$ cat src/rtl/vp_pkg.sv
// Shared types for the load value predictor: FSM state, table entry, in-flight record.
// Latency: n/a (types and a helper only).
// Backpressure: n/a.
// Field widths of the structs are fixed here; the top-level width parameters must match them.
package vp_pkg;

   localparam int VP_DATA_WIDTH = 32;
   localparam int VP_TAG_BITS   = 8;
   localparam int VP_CONF_BITS  = 2;

   typedef enum logic [1:0] {
      IDLE    = 2'd0,
      SPEC    = 2'd1,
      RECOVER = 2'd2
   } vp_state_e;

   typedef struct packed {
      logic                     valid;
      logic [VP_TAG_BITS-1:0]   tag;
      logic [VP_DATA_WIDTH-1:0] value;
      logic [VP_CONF_BITS-1:0]  conf;
   } vp_entry_t;

   typedef struct packed {
      logic [VP_DATA_WIDTH-1:0] pc;
      logic [VP_DATA_WIDTH-1:0] value;
   } vp_inflight_t;

   // Saturating 32-bit event counter step.
   function automatic logic [31:0] sat_inc32(input logic [31:0] v);
      return (v == 32'hFFFF_FFFF) ? v : v + 32'd1;
   endfunction

endpackage

$ cat src/rtl/load_value_predictor_if.sv
// Pipeline <-> load value predictor bundle: lookup, prediction, resolve, recovery, status.
// Latency: prediction is combinational from lookup; recovery and status are registered.
// Backpressure: inflight_full and recover_req stall new predictions; no ready on resolve.
// Ports: master = pipeline/hazard side, slave = predictor.
interface load_value_predictor_if #(
   parameter int DATA_WIDTH = 32
);
   logic                  lookup_valid;
   logic [DATA_WIDTH-1:0] lookup_pc;
   logic                  pred_valid;
   logic [DATA_WIDTH-1:0] pred_data;
   logic                  resolve_valid;
   logic [DATA_WIDTH-1:0] resolve_pc;
   logic [DATA_WIDTH-1:0] resolve_data;
   logic                  resolve_spec;
   logic                  flush;
   logic                  recover_req;
   logic [DATA_WIDTH-1:0] recover_pc;
   logic                  recover_ack;
   logic                  inflight_full;
   logic                  proto_err;
   logic [31:0]           n_predicts;
   logic [31:0]           n_mispredicts;

   modport master (
      output lookup_valid, lookup_pc, resolve_valid, resolve_pc, resolve_data,
             resolve_spec, flush, recover_ack,
      input  pred_valid, pred_data, recover_req, recover_pc, inflight_full,
             proto_err, n_predicts, n_mispredicts
   );

   modport slave (
      input  lookup_valid, lookup_pc, resolve_valid, resolve_pc, resolve_data,
             resolve_spec, flush, recover_ack,
      output pred_valid, pred_data, recover_req, recover_pc, inflight_full,
             proto_err, n_predicts, n_mispredicts
   );
endinterface

$ cat src/rtl/vp_inflight_fifo.sv
// Circular FIFO of unverified predictions, oldest at head.
// Latency: push visible at head one cycle later; head is read combinationally.
// Backpressure: push ignored when full unless a pop happens in the same cycle; clear wins over push.
// Ports: clk, rst, push/push_dat, pop, clear, head, full, empty, count.
module vp_inflight_fifo
   import vp_pkg::*;
#(
   parameter type T     = vp_inflight_t,
   parameter int  DEPTH = 2
) (
   input  logic                       clk,
   input  logic                       rst,
   input  logic                       push,
   input  T                           push_dat,
   input  logic                       pop,
   input  logic                       clear,
   output T                           head,
   output logic                       full,
   output logic                       empty,
   output logic [$clog2(DEPTH+1)-1:0] count
);
   localparam int PTR_W = (DEPTH > 1) ? $clog2(DEPTH) : 1;
   localparam int CNT_W = $clog2(DEPTH + 1);

   T                 mem [DEPTH];
   logic [PTR_W-1:0] rd_ptr;
   logic [PTR_W-1:0] wr_ptr;
   logic [CNT_W-1:0] cnt;
   logic             do_push;
   logic             do_pop;

   function automatic logic [PTR_W-1:0] ptr_inc(input logic [PTR_W-1:0] p);
      return (p == PTR_W'(DEPTH - 1)) ? '0 : p + 1'b1;
   endfunction

   assign full    = (cnt == CNT_W'(DEPTH));
   assign empty   = (cnt == '0);
   assign count   = cnt;
   assign head    = mem[rd_ptr];
   // A pop frees the head slot this edge, so a full FIFO can still accept the push.
   assign do_pop  = pop && !empty;
   assign do_push = push && (!full || do_pop);

   always_ff @(posedge clk) begin
      if (rst) begin
         rd_ptr <= '0;
         wr_ptr <= '0;
         cnt    <= '0;
      end else if (clear) begin
         rd_ptr <= '0;
         wr_ptr <= '0;
         cnt    <= '0;
      end else begin
         if (do_push) begin
            mem[wr_ptr] <= push_dat;
            wr_ptr      <= ptr_inc(wr_ptr);
         end
         if (do_pop) begin
            rd_ptr <= ptr_inc(rd_ptr);
         end
         if (do_push && !do_pop) begin
            cnt <= cnt + 1'b1;
         end else if (do_pop && !do_push) begin
            cnt <= cnt - 1'b1;
         end
      end
   end

endmodule

$ cat src/rtl/load_value_predictor.sv
// Last-value load predictor with confidence counters and an ordered in-flight verify queue.
// Latency: prediction combinational from lookup; training, verify and recovery take effect at the edge.
// Backpressure: no prediction while the in-flight queue is full, during RECOVER, or on flush.
// Ports: clk, rst (sync, active-high), bus (load_value_predictor_if.slave).
module load_value_predictor
   import vp_pkg::*;
#(
   parameter int DATA_WIDTH   = VP_DATA_WIDTH,  // must equal VP_DATA_WIDTH
   parameter int ENTRIES      = 16,
   parameter int TAG_BITS     = VP_TAG_BITS,    // must equal VP_TAG_BITS
   parameter int CONF_BITS    = VP_CONF_BITS,   // must equal VP_CONF_BITS
   parameter int CONF_THRESH  = 2,
   parameter int MAX_INFLIGHT = 2
) (
   input  logic                  clk,
   input  logic                  rst,
   load_value_predictor_if.slave bus
);
   localparam int IDX_W = $clog2(ENTRIES);
   localparam int CNT_W = $clog2(MAX_INFLIGHT + 1);
   localparam logic [CONF_BITS-1:0] CONF_MAX = '1;
   localparam logic [CONF_BITS-1:0] THRESH   = CONF_BITS'(CONF_THRESH);

   vp_entry_t    tbl [ENTRIES];
   vp_state_e    state;
   logic         recover_req;
   logic [DATA_WIDTH-1:0] recover_pc;
   logic         proto_err;
   logic [31:0]  n_predicts;
   logic [31:0]  n_mispredicts;

   // Lookup port
   logic [IDX_W-1:0]    lk_idx;
   logic [TAG_BITS-1:0] lk_tag;
   vp_entry_t           lk_ent;
   logic                lk_hit;
   logic                pred_valid;

   // Resolve port
   logic [IDX_W-1:0]    rs_idx;
   logic [TAG_BITS-1:0] rs_tag;
   vp_entry_t           rs_ent;
   logic                rs_hit;
   logic                rs_same;
   logic                train;
   logic                verify;
   logic                mismatch;

   // In-flight queue
   vp_inflight_t        push_dat;
   vp_inflight_t        head;
   logic                push;
   logic                pop;
   logic                clear;
   logic                fifo_full;
   logic                fifo_empty;
   logic [CNT_W-1:0]    fifo_cnt;
   logic                spec_next;
   logic                unused_pc_bits;

   assign lk_idx = bus.lookup_pc[2 +: IDX_W];
   assign lk_tag = bus.lookup_pc[IDX_W + 2 +: TAG_BITS];
   assign lk_ent = tbl[lk_idx];
   assign lk_hit = lk_ent.valid && (lk_ent.tag == lk_tag);

   assign pred_valid = bus.lookup_valid && lk_hit && (lk_ent.conf >= THRESH) &&
                       !fifo_full && (state != RECOVER) && !bus.flush;

   assign rs_idx  = bus.resolve_pc[2 +: IDX_W];
   assign rs_tag  = bus.resolve_pc[IDX_W + 2 +: TAG_BITS];
   assign rs_ent  = tbl[rs_idx];
   assign rs_hit  = rs_ent.valid && (rs_ent.tag == rs_tag);
   assign rs_same = (rs_ent.value == bus.resolve_data);

   // Resolves arriving while recovering belong to squashed work and are dropped entirely.
   assign train    = bus.resolve_valid && (state != RECOVER);
   assign verify   = train && bus.resolve_spec && !bus.flush;
   assign mismatch = verify && !fifo_empty && (head.value != bus.resolve_data);

   assign pop      = verify && !fifo_empty;
   // A mismatch squashes everything younger, including a prediction issued this cycle.
   assign push     = pred_valid && !mismatch;
   assign clear    = bus.flush || mismatch;
   assign push_dat = '{pc: bus.lookup_pc, value: lk_ent.value};

   // Occupancy after this edge is non-zero (clear handled separately).
   assign spec_next = push || (fifo_cnt > CNT_W'(1)) || ((fifo_cnt == CNT_W'(1)) && !pop);

   assign unused_pc_bits = ^{bus.lookup_pc, bus.resolve_pc};

   vp_inflight_fifo #(
      .T     (vp_inflight_t),
      .DEPTH (MAX_INFLIGHT)
   ) u_inflight_fifo (
      .clk      (clk),
      .rst      (rst),
      .push     (push),
      .push_dat (push_dat),
      .pop      (pop),
      .clear    (clear),
      .head     (head),
      .full     (fifo_full),
      .empty    (fifo_empty),
      .count    (fifo_cnt)
   );

   // Prediction table: last value plus saturating confidence per entry.
   always_ff @(posedge clk) begin
      if (rst) begin
         for (int i = 0; i < ENTRIES; i++) begin
            tbl[i] <= '0;
         end
      end else if (train) begin
         if (rs_hit && rs_same) begin
            if (rs_ent.conf != CONF_MAX) begin
               tbl[rs_idx].conf <= rs_ent.conf + 1'b1;
            end
         end else if (rs_hit) begin
            tbl[rs_idx].value <= bus.resolve_data;
            tbl[rs_idx].conf  <= '0;
         end else begin
            tbl[rs_idx] <= '{valid: 1'b1, tag: rs_tag, value: bus.resolve_data, conf: '0};
         end
      end
   end

   // Control FSM with registered recovery and status outputs.
   always_ff @(posedge clk) begin
      if (rst) begin
         state         <= IDLE;
         recover_req   <= 1'b0;
         recover_pc    <= '0;
         proto_err     <= 1'b0;
         n_predicts    <= '0;
         n_mispredicts <= '0;
      end else begin
         if (pred_valid) begin
            n_predicts <= sat_inc32(n_predicts);
         end
         case (state)
            RECOVER: begin
               if (bus.recover_ack) begin
                  state       <= IDLE;
                  recover_req <= 1'b0;
               end
            end
            default: begin
               if (verify && fifo_empty) begin
                  proto_err <= 1'b1;
               end
               if (mismatch) begin
                  state         <= RECOVER;
                  recover_req   <= 1'b1;
                  recover_pc    <= head.pc;
                  n_mispredicts <= sat_inc32(n_mispredicts);
               end else if (bus.flush) begin
                  state <= IDLE;
               end else begin
                  state <= spec_next ? SPEC : IDLE;
               end
            end
         endcase
      end
   end

   assign bus.pred_valid    = pred_valid;
   assign bus.pred_data     = lk_ent.value;
   assign bus.recover_req   = recover_req;
   assign bus.recover_pc    = recover_pc;
   assign bus.inflight_full = fifo_full;
   assign bus.proto_err     = proto_err;
   assign bus.n_predicts    = n_predicts;
   assign bus.n_mispredicts = n_mispredicts;

endmodule
$ cat src/flat_wrapper.sv
// flat-port wrapper written by rule: the top's interface ports become plain ports
module load_value_predictor_flat import vp_pkg::*;
#(
   parameter int DATA_WIDTH   = VP_DATA_WIDTH,                             
   parameter int ENTRIES      = 16,
   parameter int TAG_BITS     = VP_TAG_BITS,                             
   parameter int CONF_BITS    = VP_CONF_BITS,                             
   parameter int CONF_THRESH  = 2,
   parameter int MAX_INFLIGHT = 2
)
  (clk, rst, bus_lookup_valid, bus_lookup_pc, bus_resolve_valid, bus_resolve_pc, bus_resolve_data, bus_resolve_spec, bus_flush, bus_recover_ack, bus_pred_valid, bus_pred_data, bus_recover_req, bus_recover_pc, bus_inflight_full, bus_proto_err, bus_n_predicts, bus_n_mispredicts);
  load_value_predictor_if #(.DATA_WIDTH(DATA_WIDTH)) bus_i ();
  input  logic clk;
  input  logic rst;
  input wire logic [$bits(bus_i.lookup_valid)-1:0] bus_lookup_valid;
  input wire logic [$bits(bus_i.lookup_pc)-1:0] bus_lookup_pc;
  input wire logic [$bits(bus_i.resolve_valid)-1:0] bus_resolve_valid;
  input wire logic [$bits(bus_i.resolve_pc)-1:0] bus_resolve_pc;
  input wire logic [$bits(bus_i.resolve_data)-1:0] bus_resolve_data;
  input wire logic [$bits(bus_i.resolve_spec)-1:0] bus_resolve_spec;
  input wire logic [$bits(bus_i.flush)-1:0] bus_flush;
  input wire logic [$bits(bus_i.recover_ack)-1:0] bus_recover_ack;
  output wire logic [$bits(bus_i.pred_valid)-1:0] bus_pred_valid;
  output wire logic [$bits(bus_i.pred_data)-1:0] bus_pred_data;
  output wire logic [$bits(bus_i.recover_req)-1:0] bus_recover_req;
  output wire logic [$bits(bus_i.recover_pc)-1:0] bus_recover_pc;
  output wire logic [$bits(bus_i.inflight_full)-1:0] bus_inflight_full;
  output wire logic [$bits(bus_i.proto_err)-1:0] bus_proto_err;
  output wire logic [$bits(bus_i.n_predicts)-1:0] bus_n_predicts;
  output wire logic [$bits(bus_i.n_mispredicts)-1:0] bus_n_mispredicts;
  assign bus_i.lookup_valid = bus_lookup_valid;
  assign bus_i.lookup_pc = bus_lookup_pc;
  assign bus_i.resolve_valid = bus_resolve_valid;
  assign bus_i.resolve_pc = bus_resolve_pc;
  assign bus_i.resolve_data = bus_resolve_data;
  assign bus_i.resolve_spec = bus_resolve_spec;
  assign bus_i.flush = bus_flush;
  assign bus_i.recover_ack = bus_recover_ack;
  assign bus_pred_valid = bus_i.pred_valid;
  assign bus_pred_data = bus_i.pred_data;
  assign bus_recover_req = bus_i.recover_req;
  assign bus_recover_pc = bus_i.recover_pc;
  assign bus_inflight_full = bus_i.inflight_full;
  assign bus_proto_err = bus_i.proto_err;
  assign bus_n_predicts = bus_i.n_predicts;
  assign bus_n_mispredicts = bus_i.n_mispredicts;
  load_value_predictor #(.DATA_WIDTH(DATA_WIDTH), .ENTRIES(ENTRIES), .TAG_BITS(TAG_BITS), .CONF_BITS(CONF_BITS), .CONF_THRESH(CONF_THRESH), .MAX_INFLIGHT(MAX_INFLIGHT)) u_core (.clk(clk), .rst(rst), .bus(bus_i));
endmodule
$ cat config.mk
export PLATFORM = sky130hd
export DESIGN_NAME = load_value_predictor_flat
export DESIGN_NICKNAME = d
export VERILOG_FILES = /design/src/rtl/vp_pkg.sv /design/src/rtl/load_value_predictor_if.sv /design/src/rtl/vp_inflight_fifo.sv /design/src/rtl/load_value_predictor.sv /design/src/flat_wrapper.sv
export SDC_FILE = /design/constraint.sdc
export NUM_CORES = 2
export LEC_CHECK = 0
export CAP_MARGIN = 20
export CORE_ASPECT_RATIO = 0.5
export CORE_MARGIN = 1
export CORE_UTILIZATION = 55
export CTS_CLUSTER_SIZE = 28
export DETAILED_ROUTE_END_ITERATION = 16
export PLACE_DENSITY = 0.77
export REMOVE_ABC_BUFFERS = 1
export SLEW_MARGIN = 20
export SYNTH_ARGS = -nofsm -noshare
export SYNTH_HDL_FRONTEND = slang
export SYNTH_SLANG_ARGS = --single-unit
$ cat constraint.sdc
create_clock -name clk -period 8.6 [get_ports clk]
set_input_delay 0.86 -clock clk [delete_from_list [all_inputs] [get_ports clk]]
set_output_delay 0.86 -clock clk [all_outputs]
set_load 0.005 [all_outputs]
==> results.toml <==
[setup_path]
timing.critical_path.slowest_cell_delay_ns = 0.87
setup.reg_to_reg.worst_slack_ns = 3.25
critical_path_peak_fanout = 20
worst_path_most_repeated_cell = "clkdlybuf4s50_1"
critical_path.slowest_cell = "clkdlybuf4s50_1"
critical_path_buf_inv_count = 4
regToRegEndpoint = "u_core.u_inflight_fifo.mem[1][0]"
worst_path_cell_chain = "clkdlybuf4s50_1 > clkinv_2 > a221oi_1 > a22oi_1 > and3_1 > nor4_2 > nand3_1 > inv_1 > clkdlybuf4s50_1"
critPathCaptureType = "output port"
critical-path-top-delay-family = "buffers and inverters"
worstSetupPathType = "input port to output port"
critical_path_required_ns = 7.74
timing.critical_path.from_type = "input port"
worst-r2r-cell-count = 10
cp_data_arrival_time_ns = 4.96

[clocking]
holdBufCountCts = 0
clock_tree.htree_level_count = 3
cts_post_setup_buffers_inserted = 0
cell_at_the_root_of_the_clock_tree = "clkbuf_16"
cts_resized = 0
worst_path_clk_slew_ns = 0.06
cts_buffer_depth = 3
cts-buffers-inserted = 82
tritoncts = "done"
worst_skew_pair.late_latency_ns = 0.68
numClockSinks = 921

[final_layout]
finish.utilization = 0.6212
layout-drive-gt1-share = 0.1789
final_cell_count_no_fill = 4705
most_frequent_cells_in_the_layout = "800 x edfxtp_1, 501 x nor3b_1, 313 x mux4_2"
num-nets-final = 3580
layout_commonest_cell = "edfxtp_1"
syn_to_final_growth_pct = 11.42
final_design_area_no_fill_um2 = 53640
fillerInstances = 6417

[detailed_routing]
drtPass1Iterations = 6
detail_route.wirelength_um = 141800
route.detailed.drc = 0
routedWlPerCell_um = 30.13
routed_via_density = 7.027
detail_route.iter0.violations = 5176
detailroute.via_count = 33060
detail-route-antenna-nets = 0

[floorplanning]
core_um2 = 86340
i_o_pins = 235
floorplan_die_width_um = 420.4
rows = 76
start_util = 0.5576
die-height_um = 211.2
die_area_um2 = 88790

[timing]
timing_max_transition_violations_final = 0
timing.clock.skew_ns = 0.02707
final-hold-violation-count = 0
max-slew-margin-rel = 0.2222
clock.fmax_mhz = 171.8
rsz_0062_raised_after_global_routing = "no"
final_period_minus_worst_setup_slack_ns = 5.819
fin_crit_sh = 0.6767
setup_viol = 0
setup_slack_ns = 2.781
worst_slew_pin_slew_ns = 1.165

[power_and_ir_drop]
power-per-cell-area_nw_per_um2 = 184.0
leakagePower_nw = 17.65
post-layout-total-power_mw = 9.871
vdd_drop_max_v = 0.0001590

[yosys]
synthesis.area_um2 = 48140
synth_async_sr_flop_share = 0
yosysWarnings = 0
synth.top_cell.area_share = 0.4990
ys_seq_elements = 921
netlist_top_cells_area = "edfxtp_1 50%, mux4_2 15%, nor3b_1 7.8%"
netlist_instances = 3471
synth-edff-count = 800
synth.distinct_cells = 68
post-synth-top-area-cell = "edfxtp_1"
synth.yosys.seq_area_share = 0.5493
synthesis.area_per_instance_um2 = 13.87
synth_top_flop_cell = "edfxtp_1"

[global_route]
grt_util_all_layers = 0.3193
grt.overflow.total = 0
grt_antenna_before_repair = 3
global_route_wire_length_before_repair_um = 207400
grt_start_max_net_pins = 189
vias_in_the_first_global_route = 31990

[placement]
worst_setup_slack_after_placement_ns = 1.975
io_buf_count = 214
gpl.final_weighted_congestion = 0.8662
placedCellCount = 4555
detailed_place.area_um2 = 50990
dp.final_hpwl_um = 81650

[worst_hold_path]
hold_path.startpoint = "u_core.bus.recover_req"
whs_endpoint = "u_core.bus.recover_req"
hold-path-cell-count = 2
hold_path.class = "flip-flop to flip-flop"

[status]
status = "finished, final reports clean"

[run]
maxcap_violations = 0
-- per-layer routing --
layer  wire, µm  share of wire  GRT usage  up-vias
li1           -              -          -    13640
met1      51700           0.36     0.4344    16620
met2      64530           0.46     0.4951     2412
met3      19190           0.14    0.07680      391
met4       6341          0.045     0.1337        0
met5          0              0          0        -
-- cells in the mapped netlist, types with 10 or more instances --
library cell  count
edfxtp_1        800
nor3b_1         502
mux4_2          313
clkbuf_1        228
mux2i_1         186
and3_1          147
nor2_1          145
dfxtp_1         121
a21oi_1          87
nand3_1          80
o21ai_0          72
nor3_1           70
xnor2_1          70
nand2_1          67
buf_2            62
buf_4            55
mux2_2           48
xor2_1           38
buf_1            36
a22o_1           30
nor4_1           26
or3_1            26
a221oi_1         24
a22oi_1          21
nor2b_1          21
inv_1            19
o22ai_1          19
a21o_1           18
nand4_1          18
nand2b_1         10
-- sequential cells by signal, indices dropped and copies added, names as in the netlist, named ones only --
register	count
u_core.tbl	688
u_core.u_inflight_fifo.mem	128
u_core.bus.n_mispredicts	32
u_core.bus.n_predicts	32
u_core.bus.recover_pc	32
u_core.state	2
u_core.u_inflight_fifo.count	2
u_core.bus.proto_err	1
u_core.bus.recover_req	1
u_core.u_inflight_fifo.rd_ptr	1
u_core.u_inflight_fifo.wr_ptr	1
-- final cells by class --
| cell class | count | area, µm² | area share |
|---|---|---|---|
| Antenna cell | 2 | 5.005 | 0.00009330 |
| Multi-Input combinational cell | 2140 | 20110 | 0.3748 |
| Sequential cell | 921 | 26450 | 0.4931 |
| Clock inverter | 36 | 327.8 | 0.006111 |
| Inverter | 21 | 80.08 | 0.001493 |
| Clock buffer | 111 | 2275 | 0.04241 |
| Tap cell | 1170 | 1464 | 0.02729 |
| Timing Repair Buffer | 304 | 2933 | 0.05468 |
-- per-stage QoR --
stage / TNS (ns) / hold WS [ns]
after floorplan: -7085.99 / 0.4548
after global placement: 0 / 0.4591
after global routing: 0 / 0.5029
final: 0 / 0.4792
after detailed placement: 0 / 0.4692
after CTS: 0 / 0.4809
-- worst max-delay path by stage --
stage | from | cells after the start | end | slack [ns]
floorplan | bus_resolve_pc[4] | 8 | u_core.tbl[0][10] | -9.54
global placement | bus_resolve_pc[3] | 11 | u_core.tbl[10][9] | 2.00
detailed placement | bus_resolve_pc[3] | 11 | u_core.tbl[8][9] | 1.98
CTS | bus_resolve_pc[3] | 11 | u_core.tbl[8][9] | 2.65
global route | bus_lookup_pc[5] | 9 | bus_pred_valid | 2.51
finish | bus_lookup_pc[5] | 9 | bus_pred_valid | 2.78
-- worst reg2reg max path, cell delays in order, from the launching register on --
cell	delay [ns]
dfxtp_4	0.68
buf_4	0.41
mux2i_1	0.26
xnor2_1	0.17
nor4_1	0.90
nand4_1	0.56
o21ai_4	0.40
nand4_1	0.22
inv_1	0.14
and3_4	0.69
buf_4	0.53
-- kinds of logic (layout without fill, tap and decap cells) --
group | count (synthesis) | after routing | share of synthesized area
simple gates | 1162 | 1162 | 0.1511
flops | 921 | 921 | 0.5493
mux | 547 | 547 | 0.1963
buf+inv | 410 | 472 | 0.03911
compound gates | 316 | 316 | 0.04273
xor+xnor | 108 | 108 | 0.01965
fa+ha+maj | 7 | 7 | 0.001819
other cells | 0 | 2 | 0
-- power by group --
part	switching (mW)	leakage [nW]	internal [mW]
clock network	1.69	1.28	2.04
logic	0.600	7.40	0.465
registers	0.0777	8.97	5.00
No activity file was read; power rests on OpenSTA's default activity.
